### src/rtl/mode_button_ctrl.sv
// Front-end controller for the clock/date/alarm/stopwatch display.
// Classifies two debounced buttons into short/long press events, owns the
// display-mode FSM, and freezes the time/date chain while any block is setting.

// Per-button short/long classifier, advanced only on tick strobes.
module mode_button_ctrl_btn #(
    parameter int LONG_TICKS = 100,
    parameter int CW         = 8
) (
    input  logic clk,
    input  logic rst,
    input  logic tick,
    input  logic btn,
    output logic short_det,
    output logic short_evt,
    output logic long_evt
);

    localparam logic [CW-1:0] LT_C     = CW'(LONG_TICKS);
    localparam logic [CW-1:0] LT_M1    = CW'(LONG_TICKS - 1);
    localparam logic [CW-1:0] CNT_ZERO = '0;

    logic [CW-1:0] cnt;
    logic [CW-1:0] cnt_next;
    logic          armed;
    logic          prev;
    logic          short_hit;
    logic          long_hit;

    // Next hold count and event detection for the current button sample.
    always_comb begin
        cnt_next  = cnt;
        short_hit = 1'b0;
        long_hit  = 1'b0;
        if (btn) begin
            // Saturating at LONG_TICKS keeps the long event to one per press.
            if (armed && (cnt < LT_C)) begin
                cnt_next = cnt + 1'b1;
                if (cnt == LT_M1) begin
                    long_hit = 1'b1;
                end
            end
        end else begin
            cnt_next = CNT_ZERO;
            // A count of LONG_TICKS means the long event already fired.
            if (armed && prev && (cnt != CNT_ZERO) && (cnt < LT_C)) begin
                short_hit = 1'b1;
            end
        end
    end

    // The mode FSM needs the short detection on the detecting tick itself.
    assign short_det = tick & short_hit;

    // Tick-paced state; events are held for a whole tick period so slower
    // derived-clock consumers are guaranteed to sample them.
    always_ff @(posedge clk or negedge rst) begin
        if (!rst) begin
            cnt       <= CNT_ZERO;
            armed     <= 1'b0;
            prev      <= 1'b0;
            short_evt <= 1'b0;
            long_evt  <= 1'b0;
        end else if (tick) begin
            cnt       <= cnt_next;
            prev      <= btn;
            // A button held through reset stays disarmed until first released.
            armed     <= armed | ~btn;
            short_evt <= short_hit;
            long_evt  <= long_hit;
        end
    end

endmodule

module mode_button_ctrl #(
    parameter int LONG_TICKS = 100,
    parameter int CW         = 8
) (
    input  logic       clk,
    input  logic       rst,
    input  logic       tick,
    input  logic       b0,
    input  logic       b1,
    input  logic       setting_busy,
    output logic [1:0] mode,
    output logic       b0short,
    output logic       b0long,
    output logic       b1short,
    output logic       b1long,
    output logic       stop
);

    typedef enum logic [1:0] {
        MODE_TIME      = 2'b00,
        MODE_DATE      = 2'b01,
        MODE_ALARM     = 2'b10,
        MODE_STOPWATCH = 2'b11
    } mode_t;

    mode_t state_q;
    mode_t state_d;
    logic  b0_short_det;
    logic  b1_short_det;

    mode_button_ctrl_btn #(
        .LONG_TICKS (LONG_TICKS),
        .CW         (CW)
    ) u_btn0 (
        .clk       (clk),
        .rst       (rst),
        .tick      (tick),
        .btn       (b0),
        .short_det (b0_short_det),
        .short_evt (b0short),
        .long_evt  (b0long)
    );

    mode_button_ctrl_btn #(
        .LONG_TICKS (LONG_TICKS),
        .CW         (CW)
    ) u_btn1 (
        .clk       (clk),
        .rst       (rst),
        .tick      (tick),
        .btn       (b1),
        .short_det (b1_short_det),
        .short_evt (b1short),
        .long_evt  (b1long)
    );

    // Mode state register; updates alongside the b0short event register.
    always_ff @(posedge clk or negedge rst) begin
        if (!rst) begin
            state_q <= MODE_TIME;
        end else begin
            state_q <= state_d;
        end
    end

    // Advance on a b0 short press unless a mode block is busy setting.
    always_comb begin
        state_d = state_q;
        if (b0_short_det && !setting_busy) begin
            case (state_q)
                MODE_TIME:      state_d = MODE_DATE;
                MODE_DATE:      state_d = MODE_ALARM;
                MODE_ALARM:     state_d = MODE_STOPWATCH;
                MODE_STOPWATCH: state_d = MODE_TIME;
                default:        state_d = MODE_TIME;
            endcase
        end
    end

    assign mode = state_q;

    // Registered freeze of the time/date chain, one cycle behind busy.
    always_ff @(posedge clk or negedge rst) begin
        if (!rst) begin
            stop <= 1'b0;
        end else begin
            stop <= setting_busy;
        end
    end

    // b1 short detection is only consumed by downstream blocks via b1short.
    logic unused_ok;
    assign unused_ok = b1_short_det;

endmodule

### config.mk
export PLATFORM = sky130hd
export DESIGN_NAME = mode_button_ctrl
export DESIGN_NICKNAME = d
export VERILOG_FILES = /design/src/rtl/mode_button_ctrl.sv
export SDC_FILE = /design/constraint.sdc
export NUM_CORES = 1
export LEC_CHECK = 0
export ABC_AREA = 1
export CORE_MARGIN = 1
export CORE_UTILIZATION = 23
export CTS_BUF_LIST = sky130_fd_sc_hd__clkbuf_16
export CTS_CLUSTER_SIZE = 25
export DETAILED_ROUTE_END_ITERATION = 8
export REMOVE_ABC_BUFFERS = 1
export SYNTH_ARGS = -nofsm -noshare
export SYNTH_HDL_FRONTEND = slang
export SYNTH_HIERARCHICAL = 1
export SYNTH_SLANG_ARGS = --single-unit
### constraint.sdc
create_clock -name clk -period 1.8 [get_ports clk]
set_clock_uncertainty 0.2 [all_clocks]
set_input_delay 0.54 -clock clk [delete_from_list [all_inputs] [get_ports clk]]
set_output_delay 0.54 -clock clk [all_outputs]
set_load 0.1 [all_outputs]
# Yosys cells after proc, flatten, opt, wreduce, memory -nomap -nowiden
# Cells that the tools add are included.
# word_totals
regBits	27
in_bits	6
elab_cells	58
# op_classes
n_addsub	2
order_cmp	2
n_eq_ne	7
muxes	15
bitwise_logic	5
n_reduce_logical	15
# ops
operator	n
two-way mux 8 bit	4
adder 8 x 1 -> 8 bit, second input constant	2
equality test 8 x 7 -> 1 bit, second input constant	2
< comparator 8 x 7 -> 1 bit, second input constant	2
nonzero test 8 bit	2
two-way mux 1 bit	10
logical AND 1 bit	9
one-hot mux 2 bit (4 select lines)	1
equality test 2 bit, second input constant	2
inequality test 2 x 1 -> 1 bit, second input constant	2
AND reduction 2 bit	2
equality test 2 x 1 -> 1 bit, second input constant	1
zero test 2 bit	1
inverter 1 bit	2
OR 1 bit	2
AND 1 bit	1
zero test 1 bit	1

# Longest topological paths before layout
# Gate-level depths: netlist (run 1).
# logic_depth
depth_word	7
depth_mapped	10

# By module
# The synthesis (run 1) kept the hierarchy.
# modules_own_cells
module	instances	cells_each	area_per_inst_um2	seq_area_each_um2
mode_button_ctrl_btn	2	96	725.7	300.3
mode_button_ctrl	1	20	157.7	75.1

# Worst setup path before layout (run 1)
# Ideal clock, no wire load.
# synth_timing
path_kind	register to register
startpoint	register state_q[0], in the netlist mode[0]
endpoint	register state_q[1], in the netlist mode[1]
setup_ps	122
arrival_ps	1496
required_time_ps	1478
setup_slack_ps	-18
path_stages_with_launch	5
path_buffers	0
synth_period_minus_slack_ps	1818
cell_sequence	dfrtp_1 > inv_1 > ha_1 > nand3_1 > nand2_1
# synth_between
elab_chain_cells	2
# synth_lines
item	line_no	text
start: declaration	101	mode_t state_q;
start signal: assignment	137	state_q <= state_d;
equality test 2 bit (tied with other cells)	145	case (state_q)
one-hot mux 2 bit (4 select lines) *	145	
# Every way passes the cells marked *; elsewhere a longest branch is shown, timed or not.
# A chain may end at the register's enable or synchronous reset.

# Final worst setup path (run 1)
# layout_timing
startpoint	register state_q[1], in the netlist mode[1]
endpoint	output mode[1]
# layout_lines
item	line_no	text
end: declaration	86	output logic [1:0] mode,
# No word-level cell between the ends.

==> impl_results.md, run 1 <==
* Placer Congestion at 0.783
* Num Clock Sinks at 27
* Via count at 1356
* Max VDD drop at 0.000277 V
* Min-delay worst type: register to register
* WL final at 3180 um
* Nets at 252
* Share of layout cells above drive strength 1 at 0.201
* Period minus WS final at 1.67 ns
* Cell count after synthesis at 211
* Setup Viol. Count Final at 0
* Worst-Skew Late Latency at 0.26 ns
* DRC at 0
* CP bufs+invs at 1
* Tot GR Track Use at 0.0997
* CP max FO at 4
* Post-CTS setup buffers at 0
* Rows at 30
* FMAX at 598 MHz
* CP Capture Type: output pin
* Layout Area Growth over Synthesis at 29.6%
* Hold-fix buffers, CTS at 0
* Kind of critical path: register to output pin
* Mean post-synth cell area at 7.61 um^2
* Worst Hold Depth at 2
* Slew headroom at 0.811
* Worst path cell trace: buf_12
* Reg2reg start: u_btn0/cnt[3]
* R2R depth at 9
* Die width at 85.5 um
* CP Launch Type: register
* CTS root buf: clkbuf_16
* FF-to-FF End: mode[0]
* Number of antenna violations at the first check in global routing at 0
* RSZ-0062 raised after global routing: no
* Grt total ovfl at 0
* Final Cycle Share at 0.929
* Vias in the first global route at 1333
* Vias per inst at 4.25
* Netlist area before placement at 1610 um^2
* Slowest stage delay, CP at 0.46 ns
* Detailed Routing Iterations Pass 1 at 4
* Initial core utilization at 0.238
* Endpoints failing hold at 0
* Maxcap violations at 0
* H-tree levels at 1
* Design Power at 1780 uW
* HP Start: u_btn1/armed
* Worst Path Arrival at 0.93 ns
* Slew Limit Fails at 0
* I/O pin count at 13
* Most frequent cells in the layout: 53 x nand2_1, 31 x nor2_1, 27 x dfrtp_1, 24 x inv_1, 23 x nand3_1
* Hold Crit Endpoint: u_btn1/armed
* Die Area at 7320 um^2
* Post-route cell area at 2080 um^2
* Number of routed nets with antenna violations at 0
* Status: finished clean
* Clock slew seen by the registers of the worst setup and hold paths at 0.08 ns
* HPWL Detailed at 2370 um
* Slowest-stage cell, CP: dfrtp_1
* Leak at 0.00105 uW
* Largest net degree at the start of global routing at 28
* Die height at 85.5 um
* Crit path max-delay family: flip-flops
* Commonest non-fill, non-tap cell in the layout: nand2_1
* Yosys warns at 6
* Post-CTS sizing at 0
* Num CTS Buffers at 3
* Drt wl/cell at 9.96 um
* IO Port Bufs at 12
* CP required at 1.06 ns
* # diodes at 0
* DR iter-0 viols at 83
* Area after DPL at 1990 um^2
* Pwr per Cell Area at 857 nW/um^2
* Area of the core at 6760 um^2
* First-pass GRT wire length at 5910 um
* Worst-margin pin slew at 0.283 ns
* Clk buf depth at 2
* R2R Setup Slk at 0.29 ns
* TritonCTS clock tree: built
area by class of cell:
cell class | instances | area, um^2
inverter | 30 | 113
sequential | 27 | 676
clock inverter | 1 | 7.51
timing repair buffer | 26 | 313
tap | 80 | 100
clock buffer | 3 | 75.1
fill | 731 | 4680
multi-input combinational | 152 | 797
how the worst max path moves through the flow:
stage,start,end,depth (start not counted)
6_report,mode[1],mode[1],1
5_1_grt,b1,u_btn1/cnt[4],6
3_3_place_gp,tick,u_btn1/cnt[5],8
3_5_place_dp,tick,mode[1],8
4_1_cts,tick,mode[0],9
2_1_floorplan,mode[0],mode[1],4
stage by stage:
step	std cells	hold slack [ns]	TNS, ns	worst slack [ns]	utilization
after detailed placement	315	0.241	-3.70	-0.281	0.295
after global placement	315	0.235	-3.68	-0.237	0.295
after global routing	319	0.289	0	0.0553	0.308
final	319	0.254	0	0.128	0.308
after CTS	319	0.259	0	0.0105	0.307
after floorplan	209	0.0444	-0.0185	-0.0185	-
report_power, final:
group | internal (uW) | switching [uW]
clock | 303 | 228
sequential | 652 | 57.8
combinational | 202 | 341
total | 1160 | 627
metal layers:
metal | global-route usage | share of wire | up-vias
met2 | 0.168 | 0.46 | 13
met3 | 0.0260 | 0.028 | 0
met1 | 0.130 | 0.51 | 616
met5 | 0 | 0 | -
met4 | 0.0182 | 0 | 0
li1 | - | - | 727
flip-flops by register name (all words and copies together), names as in the netlist:
name              count
u_btn0/prev           1
u_btn0/short_evt      1
mode                  2
u_btn0/armed          1
u_btn1/prev           1
u_btn1/short_evt      1
u_btn1/cnt            8
u_btn0/long_evt       1
u_btn1/long_evt       1
u_btn0/cnt            8
u_btn1/armed          1
stop                  1
Power figures use the tool's default switching activity.
==> inputs of run 2 (changes only) <==
Settings changed: CORE_UTILIZATION 23 to 57, PLACE_DENSITY from default to 0.78.
==> run 2 against run 1 <==
Wire length grew 0.66%. Power shrank 1.9%. Sequential share of layout area grew 1.9 points. Final cell count shrank 18%. Via count grew 4.1%. Critical path depth is the same. Worst hold slack lost 0.0056 ns. Clock power shrank 7.2%. Flip-flop and latch count is the same.
==> impl_results.md, run 2 (same netlist as run 1, synthesis figures left out) <==
* Status: finished clean
* Design Power at 1750 uW (-1.9%)
* Critical path endpoint: mode[1]
* Clk buf depth at 2 (unchanged)
* Commonest non-fill, non-tap cell in the layout: nand2_1
* Die height at 55.1 um (-36%)
* Crit path max-delay family: flip-flops
* Number of antenna violations at the first check in global routing at 0 (unchanged)
* Worst Path Arrival at 0.90 ns (-0.03 ns)
* CP Depth at 1 (unchanged)
* Vias per inst at 5.37 (+26%)
* I/O pin count at 13 (unchanged)
* Placer Congestion at 0.874 (+12%)
* Number of routed nets with antenna violations at 0 (unchanged)
* Num CTS Buffers at 3 (unchanged)
* Min-delay worst type: register to register
* Most frequent cells in the layout: 53 x nand2_1, 31 x nor2_1, 26 x dfrtp_1, 24 x inv_1, 23 x nand3_1
* Met1 Track Usage GR at 0.326 (+0.196)
* Detailed Routing Iterations Pass 1 at 4 (unchanged)
* Endpoints failing hold at 0 (unchanged)
* Worst path cell trace: buf_12
* Num Clock Sinks at 27 (unchanged)
* GRT busiest layer: met2
* DRC at 0 (unchanged)
* Worst-Skew Late Latency at 0.26 ns (about the same)
* CP required at 1.06 ns (about the same)
* Via count at 1412 (+4.1%)
* Die Area at 3030 um^2 (-59%)
* Final worst slack at 0.155 ns (+0.0275 ns)
* Largest net degree at the start of global routing at 28 (unchanged)
* Slowest stage delay, CP at 0.44 ns (-0.02 ns)
* FF-to-FF End: mode[0]
* Met3 Usage GRT at 0.0437 (+0.0177)
* RSZ-0062 raised after global routing: no
* CP Launch Type: register
* Final Cycle Share at 0.914 (-0.0153)
* Grt total ovfl at 0 (unchanged)
* CTS root buf: clkbuf_16
* FMAX at 608 MHz (+1.7%)
* H-tree levels at 1 (unchanged)
* CP Capture Type: output pin
* Slew headroom at 0.820 (+0.00881)
* CP Launch Point: mode[1]
* Setup Viol. Count Final at 0 (unchanged)
* Kind of critical path: register to output pin
* Rows at 18 (-40%)
* HPWL Detailed at 2350 um (-0.98%)
* Clock slew seen by the registers of the worst setup and hold paths at 0.06 ns (-0.02 ns)
* Area of the core at 2570 um^2 (-62%)
* Initial core utilization at 0.625 (+0.388)
* Post-CTS setup buffers at 0 (unchanged)
* Maxcap violations at 0 (unchanged)
* Worst-margin pin slew at 0.270 ns (-0.0132 ns)
* First-pass GRT wire length at 5500 um (-6.9%)
* Die width at 55.1 um (-36%)
* R2R depth at 9 (unchanged)
* DR iter-0 viols at 32 (-61%)
* IO Port Bufs at 12 (unchanged)
* Pwr per Cell Area at 887 nW/um^2 (+3.5%)
* Util after Layout at 0.768 (+0.460)
* CP bufs+invs at 1 (unchanged)
* R2R Setup Slk at 0.24 ns (-0.05 ns)
* TritonCTS clock tree: built
* Vias in the first global route at 1322 (-0.83%)
* CP max FO at 4 (unchanged)
* # diodes at 0 (unchanged)
* Layout Area Growth over Synthesis at 22.8%
* Max VDD drop at 0.00132 V (+380%)
* Leak at 0.00102 uW (-2.6%)
* M2 GR Usage at 0.422 (+0.254)
* Reg2reg start: u_btn0/cnt[1]
* Slew Limit Fails at 0 (unchanged)
* Period minus WS final at 1.64 ns (-0.0275 ns)
* Drt wl/cell at 12.2 um (+22%)
* Slowest-stage cell, CP: dfrtp_1
* Nets at 246 (-2.4%)
* Tot GR Track Use at 0.252 (+0.152)
* WL final at 3200 um (+0.66%)
* Share of layout cells above drive strength 1 at 0.185 (-0.0163)
* FILL cells at 194 (-73%)
* Hold-fix buffers, CTS at 0 (unchanged)
* Pre-CTS WS at -0.275 ns (+0.00549 ns)
## run 2: cell types whose count changed in the layout (fill, tap and decap cells not counted), sizes merged
cell	delta
buf	-6
clkinv	+1
clkinvlp	-1
## run 2: timing repair
| item | in CTS | in global routing |
|---|---|---|
| gates cloned | 0 | 0 |
| hold endpoints to repair | 0 | 0 |
| gates resized for setup | 1 | 3 |
| pin swaps | 0 | 1 |
| endpoints found under the setup margin | 2 | 2 |
## run 2: power by group
group / internal [uW] / switching [uW] / total, uW / leakage, uW
registers: 653 / 61.2 / 714 / 0.000350
clock network: 299 / 193 / 493 / 0.0000409
logic: 195 / 348 / 543 / 0.000631
total: 1150 / 602 / 1750 / 0.00102
## run 2: layout make-up
| cell class | instances | area (um^2) | share of cell area |
|---|---|---|---|
| clock buffer | 3 | 75.1 | 0.0381 |
| clock inverter | 1 | 5.00 | 0.00254 |
| inverter | 30 | 113 | 0.0571 |
| multi-input combinational | 152 | 797 | 0.404 |
| sequential | 27 | 677 | 0.343 |
| tap | 30 | 37.5 | 0.0190 |
| timing repair buffer | 20 | 268 | 0.136 |
## run 2: how the worst min path moves through the flow
| stage | startpoint | end | cells past startpoint |
|---|---|---|---|
| 5_1_grt | u_btn0/armed | u_btn0/armed | 2 |
| 4_1_cts | u_btn0/armed | u_btn0/armed | 2 |
| 3_5_place_dp | u_btn0/armed | u_btn0/armed | 2 |
| 3_3_place_gp | u_btn0/armed | u_btn0/armed | 2 |
| 6_report | u_btn0/armed | u_btn0/armed | 2 |
| 2_1_floorplan | rst | mode[0] | 0 |
## run 2: per-stage QoR
step                hold slack (ns)  area, um^2  TNS, ns  std cells
global route                  0.269        1970        0        263
detailed placement            0.237        1880    -2.65        259
global placement              0.239        1880    -2.43        259
finish                        0.248        1970        0        263
floorplan                    0.0444        1580  -0.0185        209
CTS                           0.253        1970        0        263
## run 2: per-layer routing
layer / part of all wire / up-vias
met5: 0 / -
met4: 0.0031 / 0
met3: 0.047 / 2
met2: 0.49 / 32
met1: 0.46 / 664
li1: - / 714
==> inputs of run 3 (changes only) <==
Settings changed: GPL_TIMING_DRIVEN from default to 1.
==> results of run 3 <==
The final DEF is identical to that of run 2; final timing and power are the same.
